--- config.mk ---
export PLATFORM = sky130hd
export DESIGN_NAME = rtc_time_editor_flat
export DESIGN_NICKNAME = d
export VERILOG_FILES = /design/src/rtl/rtc_time_editor_if.sv /design/src/rtl/rtc_time_editor.sv /design/src/flat_wrapper.sv
export SDC_FILE = /design/constraint.sdc
export NUM_CORES = 1
export LEC_CHECK = 0
export CELL_PAD_IN_SITES_DETAIL_PLACEMENT = 0
export CELL_PAD_IN_SITES_GLOBAL_PLACEMENT = 1
export CORE_UTILIZATION = 38
export DETAILED_ROUTE_END_ITERATION = 8
export GPL_ROUTABILITY_DRIVEN = 0
export PLACE_DENSITY_LB_ADDON = 0.08
export SLEW_MARGIN = 20
export SYNTH_ARGS = -nofsm -noshare
export SYNTH_HDL_FRONTEND = slang
export SYNTH_SLANG_ARGS = --single-unit
--- constraint.sdc ---
create_clock -name clk -period 4.7 [get_ports clk]
set_input_delay 0.94 -clock clk [delete_from_list [all_inputs] [get_ports clk]]
set_output_delay 0.94 -clock clk [all_outputs]
set_load 0.02 [all_outputs]
--- src/rtl/rtc_time_editor_if.sv ---
// Write port from the time editor to the RTC bus controller.
// The editor holds wr_addr/wr_data steady while wr_req is high.
interface rtc_time_editor_if;
  logic       wr_req;
  logic [7:0] wr_addr;
  logic [7:0] wr_data;
  logic       wr_ack;

  modport master (output wr_req, output wr_addr, output wr_data, input wr_ack);
  modport slave  (input wr_req, input wr_addr, input wr_data, output wr_ack);
endinterface

--- src/rtl/rtc_time_editor.sv ---
// Button-driven BCD time/date editor: snapshots rtc_time, steps fields with
// wrap-around under a cursor, then writes all six fields back sec..year.
module rtc_time_editor #(
  parameter logic [7:0] ADDR_SEC  = 8'h21,
  parameter logic [7:0] ADDR_MIN  = 8'h22,
  parameter logic [7:0] ADDR_HOUR = 8'h23,
  parameter logic [7:0] ADDR_DAY  = 8'h24,
  parameter logic [7:0] ADDR_MON  = 8'h25,
  parameter logic [7:0] ADDR_YEAR = 8'h26
) (
  input  logic                clk,
  input  logic                reset,
  input  logic                edit_en,
  input  logic                up,
  input  logic                down,
  input  logic                left,
  input  logic                rig,
  input  logic [47:0]         rtc_time,
  rtc_time_editor_if.master   wr,
  output logic                edit_active,
  output logic [2:0]          cursor,
  output logic [47:0]         edit_time
);

  typedef enum logic [1:0] {IDLE, EDIT, COMMIT_REQ, COMMIT_GAP} state_t;

  state_t          state;
  logic [4:0]      lvl_q, rise_q;   // {edit_en, rig, left, down, up}
  logic            fall_q;
  logic [5:0][7:0] fld;
  logic [2:0]      field, nfield;
  logic            req;
  logic [7:0]      addr, data;

  assign edit_time  = fld;
  assign wr.wr_req  = req;
  assign wr.wr_addr = addr;
  assign wr.wr_data = data;
  assign nfield     = field + 3'd1;

  function automatic logic [7:0] addr_of(input logic [2:0] idx);
    case (idx)
      3'd0:    addr_of = ADDR_SEC;
      3'd1:    addr_of = ADDR_MIN;
      3'd2:    addr_of = ADDR_HOUR;
      3'd3:    addr_of = ADDR_DAY;
      3'd4:    addr_of = ADDR_MON;
      default: addr_of = ADDR_YEAR;
    endcase
  endfunction

  // Valid BCD orders like binary, so range checks compare the raw bytes.
  function automatic logic [7:0] bcd_step(input logic [7:0] v, input logic inc,
                                          input logic [2:0] idx);
    logic [7:0] lo, hi;
    logic       ok;
    case (idx)
      3'd0, 3'd1: begin lo = 8'h00; hi = 8'h59; end
      3'd2:       begin lo = 8'h00; hi = 8'h23; end
      3'd3:       begin lo = 8'h01; hi = 8'h31; end
      3'd4:       begin lo = 8'h01; hi = 8'h12; end
      default:    begin lo = 8'h00; hi = 8'h99; end
    endcase
    ok = (v[7:4] <= 4'd9) && (v[3:0] <= 4'd9) && (v >= lo) && (v <= hi);
    if (!ok)                bcd_step = inc ? lo : hi;
    else if (inc) begin
      if (v == hi)          bcd_step = lo;
      else if (v[3:0] == 4'd9) bcd_step = {v[7:4] + 4'd1, 4'd0};
      else                  bcd_step = v + 8'd1;
    end else begin
      if (v == lo)          bcd_step = hi;
      else if (v[3:0] == 4'd0) bcd_step = {v[7:4] - 4'd1, 4'd9};
      else                  bcd_step = v - 8'd1;
    end
  endfunction

  always_ff @(posedge clk) begin
    if (reset) begin
      lvl_q  <= '0;
      rise_q <= '0;
      fall_q <= 1'b0;
    end else begin
      lvl_q  <= {edit_en, rig, left, down, up};
      rise_q <= {edit_en, rig, left, down, up} & ~lvl_q;
      fall_q <= ~edit_en & lvl_q[4];
    end
  end

  always_ff @(posedge clk) begin
    if (reset) begin
      state       <= IDLE;
      req         <= 1'b0;
      addr        <= 8'h00;
      data        <= 8'h00;
      edit_active <= 1'b0;
      cursor      <= 3'd0;
      field       <= 3'd0;
      fld         <= '0;
    end else begin
      case (state)
        IDLE: begin
          fld <= rtc_time;
          if (rise_q[4]) begin
            cursor      <= 3'd0;
            edit_active <= 1'b1;
            state       <= EDIT;
          end
        end
        EDIT: begin
          if (fall_q) begin
            field <= 3'd0;
            state <= COMMIT_REQ;
          end else if (rise_q[0]) fld[cursor] <= bcd_step(fld[cursor], 1'b1, cursor);
          else if (rise_q[1])     fld[cursor] <= bcd_step(fld[cursor], 1'b0, cursor);
          else if (rise_q[2])     cursor <= (cursor == 3'd0) ? 3'd5 : cursor - 3'd1;
          else if (rise_q[3])     cursor <= (cursor == 3'd5) ? 3'd0 : cursor + 3'd1;
        end
        COMMIT_REQ: begin
          if (!req) begin
            req  <= 1'b1;
            addr <= addr_of(field);
            data <= fld[field];
          end else if (wr.wr_ack) begin
            req   <= 1'b0;
            state <= COMMIT_GAP;
          end
        end
        default: begin
          // The gap cycle launches the next write directly to keep 2 cycles/write.
          if (field == 3'd5) begin
            edit_active <= 1'b0;
            state       <= IDLE;
          end else begin
            field <= nfield;
            req   <= 1'b1;
            addr  <= addr_of(nfield);
            data  <= fld[nfield];
            state <= COMMIT_REQ;
          end
        end
      endcase
    end
  end

endmodule

--- src/flat_wrapper.sv ---
// flat-port wrapper written by rule: the top's interface ports become plain ports
module rtc_time_editor_flat 
#(
  parameter logic [7:0] ADDR_SEC  = 8'h21,
  parameter logic [7:0] ADDR_MIN  = 8'h22,
  parameter logic [7:0] ADDR_HOUR = 8'h23,
  parameter logic [7:0] ADDR_DAY  = 8'h24,
  parameter logic [7:0] ADDR_MON  = 8'h25,
  parameter logic [7:0] ADDR_YEAR = 8'h26
)
  (clk, reset, edit_en, up, down, left, rig, rtc_time, edit_active, cursor, edit_time, wr_wr_req, wr_wr_addr, wr_wr_data, wr_wr_ack);
  rtc_time_editor_if wr_i ();
  input  logic clk;
  input  logic reset;
  input  logic edit_en;
  input  logic up;
  input  logic down;
  input  logic left;
  input  logic rig;
  input  logic [47:0] rtc_time;
  output logic edit_active;
  output logic [2:0] cursor;
  output logic [47:0] edit_time;
  output wire logic [$bits(wr_i.wr_req)-1:0] wr_wr_req;
  output wire logic [$bits(wr_i.wr_addr)-1:0] wr_wr_addr;
  output wire logic [$bits(wr_i.wr_data)-1:0] wr_wr_data;
  input wire logic [$bits(wr_i.wr_ack)-1:0] wr_wr_ack;
  assign wr_wr_req = wr_i.wr_req;
  assign wr_wr_addr = wr_i.wr_addr;
  assign wr_wr_data = wr_i.wr_data;
  assign wr_i.wr_ack = wr_wr_ack;
  rtc_time_editor #(.ADDR_SEC(ADDR_SEC), .ADDR_MIN(ADDR_MIN), .ADDR_HOUR(ADDR_HOUR), .ADDR_DAY(ADDR_DAY), .ADDR_MON(ADDR_MON), .ADDR_YEAR(ADDR_YEAR)) u_core (.clk(clk), .reset(reset), .edit_en(edit_en), .up(up), .down(down), .left(left), .rig(rig), .rtc_time(rtc_time), .wr(wr_i), .edit_active(edit_active), .cursor(cursor), .edit_time(edit_time));
endmodule
* After elaboration in Yosys (flattened, before gate mapping) *
Cells that the tools add are included.
W data, S select, Z words.

storage, ports and cells
  input bits = 56
  flip-flop bits (word level) = 85
  logic and storage cells = 178

operators by class
  equal/unequal tests = 31
  add/sub/neg operators = 7
  $lt $le $gt $ge = 10
  reduce and logical (&&, ||, !) cells = 25
  mux-type cells = 82
  bitwise gates (word level) = 7

operators with widths
  cell                   number
  $mux W8                41
  $mux W48               3
  $bwmux W48             2
  $pmux W48 S2           1
  $bmux W8 S3            3
  $pmux W8 S2            2
  $pmux W8 S4            1
  $mux W3                10
  $pmux W3 S5            2
  $demux W8 S3           1
  $eq A3 B2 Y1 const B   6
  $eq A8 B8 Y1           2
  $ge A8 B8 Y1           2
  $le A8 B8 Y1           2
  $eq A3 B3 Y1 const B   5
  $ne A2 B2 Y1 const B   7
  $lt A3 B4 Y1 const B   3
  $pmux W3 S2            2
  $reduce_and A3 Y1      4
  $mux W2                5
  $reduce_or A2 Y1       5
  $eq A3 B1 Y1 const B   3
  $logic_not A3 Y1       3
  $add A8 B1 Y8 const B  1
  26 further kinds       46

* Logic depth before layout (Yosys ltp) *
Gate-level depths: netlist of the first run.

  word-level depth = 22
  depth in mapped cells = 17

* Least setup slack after synthesis of the first run *
OpenSTA, ideal clock, no wires.

  kind = register to register
  from = reg u_core.cursor[1]
  to = reg u_core.fld, in the netlist u_core.edit_time[16]
  clock period less this slack = 3.746 ns
  stages on the path, launching flop included = 16
  data required time = 4.552 ns
  arrival time = 3.598 ns
  setup slack = 0.954 ns
  cells stage by stage = dfxtp_1 > buf_2 > buf_4 > buf_2 > mux2_2 > a21oi_1 > inv_1 > ha_1 > nand2_1 > o21ai_0 > nor2b_1 > o21a_1 > o2bb2ai_1 > nor2_1 > o311ai_2 > a2111oi_2

on the way
  cells in the longest elaborated chain, start to end = 22
  elaborated cells on any way between the ends = 72

RTL lines
  element                                                RTL line                source
  start, declared                                        rtc_time_editor.sv:21   output logic [2:0] cursor,
  start signal, assigned                                 rtc_time_editor.sv:115  else if (rise_q[2]) cursor <= (cursor == 3'd0) ? 3'd5 : cursor - 3'd1;
  start signal, assigned                                 rtc_time_editor.sv:116  else if (rise_q[3]) cursor <= (cursor == 3'd5) ? 3'd0 : cursor + 3'd1;
  branches (longest 19 deep; another with $le A8 B8 Y1)  n/a
  $mux W48 (*)                                           rtc_time_editor.sv:113  end else if (rise_q[0]) fld[cursor] <= bcd_step(fld[cursor], 1'b1, cursor);
  $mux W48 (*)                                           rtc_time_editor.sv:110  if (fall_q) begin
  $pmux W48 S2 (*)                                       rtc_time_editor.sv:100  case (state)
  end signal, assigned                                   rtc_time_editor.sv:102  fld <= rtc_time;
  end signal, assigned by index                          rtc_time_editor.sv:113
  end signal, assigned by index                          rtc_time_editor.sv:114  else if (rise_q[1]) fld[cursor] <= bcd_step(fld[cursor], 1'b0, cursor);
  end, declared                                          rtc_time_editor.sv:30   logic [5:0][7:0] fld;

Every way passes the cells marked *. The select of a mux whose other input is x is not followed.
A chain may end at the register's enable or synchronous reset.

* Final worst setup path of the first run *
  from = reg u_core.cursor[0]
  to = reg u_core.fld, in the netlist u_core.edit_time[20]

The elaborated chain is that of the path after synthesis.

==> results.toml, run 1 <==
[cells_and_area]
nets = 964
fin_util_pct = 50.59
layout_commonest_cell = "clkdlybuf4s50_1"
multiInputGateArea_um2 = 4033
fillers = 1542
drive_gt1_share_pct = 9.203
antenna_cells = 0
seqCellArea_um2 = 1624
most-common-layout-cells = "clkdlybuf4s50_1 (120), nor2_1 (117), dfxtp_1 (79), o21ai_0 (66), a21oi_1 (63)"
syn_to_final_growth_pct = 28.49

[detailed_routing]
viasPerCell = 6.044
drt-pass1-iter-count = 5
drt_iter0_drc = 648
route.antenna.remaining_nets = 0
route.vias.total = 6660
wire_per_inst_um = 21.67
wl_met1_mm = 10.83
drt-total-wl_mm = 23.88
drc = 0
wl_met3_mm = 1.575
routed.top_layer = "met4"
wl_met2_mm = 10.93

[timing]
post-route-period-util_pct = 95.24
clock_skew_ns = 0.006428
setup_viol = 0
postLayoutSetupSlackWorst_ns = 0.2238
fin_setup_tns_ns = 0
finalHoldViolCount = 0
rsz0062_at_grt = "no"
layout_min_cycle_time_ns = 4.476
worstMarginPinSlew_ns = 1.012
drv_slew = 0
fmax_ghz = 0.2234
slew_headroom_pct = 32.10

[worst_setup_path]
cp_data_required_time_ns = 4.94
cp.arrival_ns = 4.72
ff2ff_setup_slack_ns = 0.22
critPathSlowestCell = "dfxtp_1"
crit_end = "u_core.edit_time[20]"
path_cells = "buf_4 -> mux4_2 -> o2bb2ai_1 -> ha_1 -> a211oi_1 -> o21ai_0 -> a221oi_1 -> nand4_1 -> nor2_1 -> a31oi_1 -> a2111oi_2"
r2r_cells = 11
crit_path_end_kind = "register"
max_stage_delay_ns = 0.65
path_delay_family = "compound AO/OA/AOI/OAI gates"
worstSetupStartpoint = "u_core.cursor[0]"
path_max_fanout = 12
crit_type = "register to register"
cp_num_buf_inv = 1
start_kind = "register"
cp.depth = 11
r2r-end = "u_core.edit_time[20]"
r2r_start = "u_core.cursor[0]"

[logic_synthesis]
yosys-top-cells-area = "dfxtp_1 (27%), nor2_1 (7.3%), mux2i_1 (7.3%), o21ai_0 (5.5%), a21oi_1 (5.4%)"
ys_ff_latch = 81
synthFlopType = "dfxtp_1"
yosysSeqAreaShare_pct = 26.79
avgSynthCellArea_um2 = 7.719
synth-async-reset-ratio_pct = 0
synth_cell_type_count = 70
yosysTopAreaCell = "dfxtp_1"
synth_top_area_share_pct = 26.79
synthCells = 784
synth_edf_count = 0
yosys_warnings = 0
syn_area_um2 = 6052

[cts]
cts_resized = 0
cts_max_path_buffers = 2
clk-insertion-delay-late_ns = 0.35
clock-sinks = 81
cts.clk_slew.worst_paths_ns = 0.06
cts_setup_buffers = 0
tritoncts = "done"
hold_buffers = 0
cts_max_level = 3
numCtsBuffers = 9
cts_root_buf = "clkbuf_16"

[power_and_ir_drop]
power_w = 0.005747
comb_power_share_pct = 63.9
p_seq_share_pct = 23.4
p_sw_share_pct = 50.86
power_density_nw_per_um2 = 739.1
clockPowerShare_pct = 12.7
internal_power_w = 0.002824
ir_worst_vdd_mv = 0.3996
p_leak_nw = 2.804
power.switching_w = 0.002923

[grt]
grt_pass1_wl_mm = 37.06
grt_overflow_total = 0
antenna_found_initial = 0
grt_max_degree = 43
grt_pass1_vias = 6229
grt.total_usage_pct = 29.64

[die]
start_util_pct = 39.37
row_count = 45
die_area_um2 = 16440
dieWidth_um = 128.2
die_h_um = 128.2
core_area_um2 = 15370
ios = 125

[min_path]
holdCritPathClass = "register to register"

[placed_design]
dp_hpwl_mm = 17.88
dp_slack_ns = 0.2385
portBuffers = 120

[job]
max-cap-violations = 0

[outcome]
status = "finished, final reports clean"
## layer usage
| metal | vias up | global-route usage (%) |
|---|---|---|
| met5 | - | 0 |
| met4 | 0 | 11.00 |
| met3 | 43 | 4.424 |
| met2 | 305 | 46.45 |
| met1 | 3223 | 40.93 |
| li1 | 3089 | - |
## state kept, by name, summed over array words and instances (netlist names)
register            flops
u_core.field            3
u_core.edit_time       48
u_core.rise_q           5
u_core.state            2
u_core.wr.wr_addr       4
u_core.fall_q           1
u_core.wr.wr_data       8
u_core.lvl_q            5
u_core.wr.wr_req        1
u_core.edit_active      1
u_core.cursor           3
## stage by stage
step                hold WS [ns]  instances  instance area (µm²)
floorplan                 0.3674        787                 6063
global placement          0.3744       1086                 7463
detailed placement        0.3814       1086                 7463
CTS                       0.3884       1102                 7761
global route              0.4003       1102                 7776
finish                    0.3825       1102                 7776
## kinds of logic (layout without fill, tap and decap cells)
logic type | Yosys count | count (layout) | share of synthesized area [%]
other | 1 | 4 | 0.06196
DFF | 81 | 81 | 26.79
AOI/OAI and AO/OA | 266 | 266 | 28.99
xor gates and xnor gates | 7 | 7 | 1.013
muxes | 63 | 63 | 12.86
and+or+nand+nor | 243 | 243 | 18.71
adders and majority gates | 22 | 22 | 4.548
buffers and inverters | 101 | 205 | 7.029
## worst reg2reg max path, delay by kind of cell, from the launching register on
kind,cells,cell delay (ns)
and+or+nand+nor,2,0.82
DFF,1,0.65
muxes,1,0.51
adders and majority gates,1,0.36
buffers and inverters,1,0.30
AOI/OAI and AO/OA,6,1.74
## power by group through the flow
| stage | clock network [W] | logic [W] | registers [W] |
|---|---|---|---|
| after CTS | 0.000742 | 0.00363 | 0.00132 |
| after floorplan | 0 | 0.00210 | 0.00139 |
| after global routing | 0.000768 | 0.00397 | 0.00136 |
| after global placement | 0 | 0.00356 | 0.00134 |
| after detailed placement | 0 | 0.00360 | 0.00134 |
| final | 0.000731 | 0.00367 | 0.00134 |
## Yosys cell counts (5+ instances only)
master    instances
o21ai_0          66
inv_1            41
buf_4             5
buf_1             5
a211oi_1         25
a31oi_1           7
nand2b_1          5
ha_1             22
nor2b_1          18
clkbuf_1         41
o22ai_1          16
mux4_2           11
nand4_1           6
nand3_1           7
a22oi_1           8
a21oi_1          65
nand2_1          35
o221ai_1         20
mux2_2            8
o211ai_1          9
nor2_1          118
xnor2_1           6
or3_1             6
a311o_1           8
dfxtp_1          81
nor3_1           25
mux2i_1          44
## area by class of cell
| type | count | share of cell area [%] |
|---|---|---|
| inverter | 43 | 2.076 |
| clock inverter | 4 | 0.6597 |
| sequential | 81 | 20.88 |
| clock buffer | 12 | 3.170 |
| tap | 211 | 3.395 |
| multi-input combinational | 605 | 51.86 |
| timing repair buffer | 146 | 17.96 |
## how the worst min path moves through the flow
stage	startpoint	endpoint	depth (start not counted)
after floorplan	u_core.lvl_q[0]	u_core.rise_q[0]	1
after global placement	u_core.lvl_q[0]	u_core.rise_q[0]	1
after detailed placement	u_core.lvl_q[1]	u_core.rise_q[1]	1
after CTS	u_core.lvl_q[0]	u_core.rise_q[0]	1
after global routing	u_core.lvl_q[0]	u_core.rise_q[0]	1
final	u_core.lvl_q[0]	u_core.rise_q[0]	1
No activity file was read; power rests on OpenSTA's default activity.
==> run 2, diff against run 1 <==
==> constraint.sdc (replaced) <==
create_clock -name clk -period 4.7 [get_ports clk]
set_input_delay 1.175 -clock clk [delete_from_list [all_inputs] [get_ports clk]]
set_output_delay 1.175 -clock clk [all_outputs]
set_load 0.02 [all_outputs]
==> results.toml, run 2 (synthesized netlist as in run 1, its figures left out) <==
[outcome]
status = "finished, final reports clean"

[timing]
worstMarginPinSlew_ns = 0.9722
finalHoldViolCount = 0
postLayoutSetupSlackWorst_ns = 0.3460
slew_headroom_pct = 35.19
layout_min_cycle_time_ns = 4.354
fin_setup_tns_ns = 0
rsz0062_at_grt = "no"
setup_viol = 0
clock_skew_ns = 0.007581
fmax_ghz = 0.2297
post-route-period-util_pct = 92.64
holdWs_ns = 0.3891
drv_slew = 0

[detailed_routing]
wl_met3_mm = 1.956
route.vias.total = 6692
wire_per_inst_um = 21.91
wl_met2_mm = 11.03
viasPerCell = 6.067
drt-pass1-iter-count = 5
drt-total-wl_mm = 24.17
drt_iter0_drc = 684
route.antenna.remaining_nets = 0
routed.top_layer = "met4"
drc = 0
wl_met1_mm = 10.63

[worst_setup_path]
max_stage_delay_ns = 0.60
cp_data_required_time_ns = 4.94
cp_common_cell = "nor2_1"
path_max_fanout = 24
r2r_start = "u_core.cursor[2]"
r2r_cells = 12
cp.arrival_ns = 4.59
r2r-end = "u_core.edit_time[20]"
cp_num_buf_inv = 1
start_kind = "register"
crit_path_end_kind = "register"
crit_type = "register to register"
path_delay_family = "simple AND/OR/NAND/NOR gates"
ff2ff_setup_slack_ns = 0.35
path_cells = "nand2b_1 -> nor2_1 -> nor2_1 -> inv_1 -> ha_1 -> a211oi_1 -> o21ai_0 -> a221oi_1 -> nand4_1 -> nor2_1 -> a31oi_1 -> a2111oi_2"
critPathSlowestCell = "dfxtp_2"

[cells_and_area]
most-common-layout-cells = "clkdlybuf4s50_1 (120), nor2_1 (118), dfxtp_1 (78), o21ai_0 (65), a21oi_1 (64)"
seqCellArea_um2 = 1625
fillers = 1504
drive_gt1_share_pct = 9.305
multiInputGateArea_um2 = 4026
antenna_cells = 0
largest_reg_flops = 48
syn_to_final_growth_pct = 28.67
nets = 965
layout_commonest_cell = "clkdlybuf4s50_1"
fin_util_pct = 50.66

[die]
die_h_um = 128.2
die_area_um2 = 16440
ios = 125
row_count = 45
start_util_pct = 39.37
dieWidth_um = 128.2
core_area_um2 = 15370

[cts]
tritoncts = "done"
cts_max_level = 3
numCtsBuffers = 9
clk-insertion-delay-late_ns = 0.35
hold_buffers = 0
cts_max_path_buffers = 2
cts_root_buf = "clkbuf_16"
cts.clk_slew.worst_paths_ns = 0.07
clock-sinks = 81

[power_and_ir_drop]
p_leak_nw = 2.811
internal_power_w = 0.002828
clockPowerShare_pct = 12.9
power.switching_w = 0.002948
ir_worst_vdd_mv = 0.2984
p_sw_share_pct = 51.04
comb_power_share_pct = 63.7
power_density_nw_per_um2 = 741.6
p_seq_share_pct = 23.4
power_w = 0.005775

[min_path]
holdCritPathClass = "register to register"
min_to = "u_core.rise_q[0]"
hold_depth = 1
hold_path.startpoint = "u_core.lvl_q[0]"

[grt]
grt_overflow_total = 0
grt.total_usage_pct = 30.05
antenna_found_initial = 0
grt_pass1_wl_mm = 37.32
grt_max_degree = 43
grt_pass1_vias = 6359

[placed_design]
dp_hpwl_mm = 17.90
dp_slack_ns = 0.2725
portBuffers = 120

[job]
max-cap-violations = 0
## run 2: layer usage
layer	track usage [%]	vias to the layer above
met5	0	-
met3	6.177	44
met2	47.54	329
li1	-	3091
met4	9.758	0
met1	40.64	3228
## run 2: timing repair
item | 4_1_cts | 5_1_grt
setup endpoints to repair | 0 | 35
gates resized for setup | 0 | 5
buffers inserted | 0 | 0
## run 2: how the worst max path moves through the flow
stage | slack, ns | endpoint | start | depth (start not counted)
after floorplan | 0.95 | u_core.edit_time[16] | u_core.cursor[1] | 15
after global placement | 0.45 | u_core.edit_time[39] | u_core.cursor[2] | 14
after detailed placement | 0.27 | u_core.edit_time[13] | u_core.cursor[2] | 12
after CTS | 0.20 | u_core.edit_time[21] | u_core.cursor[2] | 12
after global routing | 0.07 | u_core.edit_time[20] | u_core.cursor[2] | 12
final | 0.35 | u_core.edit_time[20] | u_core.cursor[2] | 12
## run 2: final cells by class
class	count	area share [%]
clock inverters	5	0.8194
repair buffers	147	18.03
inverters	43	2.073
multi-input cells	605	51.70
clock buffers	11	3.117
flip-flops and latches	81	20.87
well taps	211	3.390
## run 2: power by group through the flow
stage	clock, W	combinational (W)	sequential, W
floorplan	0	0.00210	0.00139
global placement	0	0.00356	0.00134
detailed placement	0	0.00360	0.00135
CTS	0.000754	0.00362	0.00133
global route	0.000783	0.00398	0.00137
finish	0.000744	0.00368	0.00135
## run 2: stage by stage
step	instance area, µm²	instances
global route	7787	1103
finish	7787	1103
CTS	7777	1103
detailed placement	7471	1087
global placement	7471	1087
floorplan	6063	787
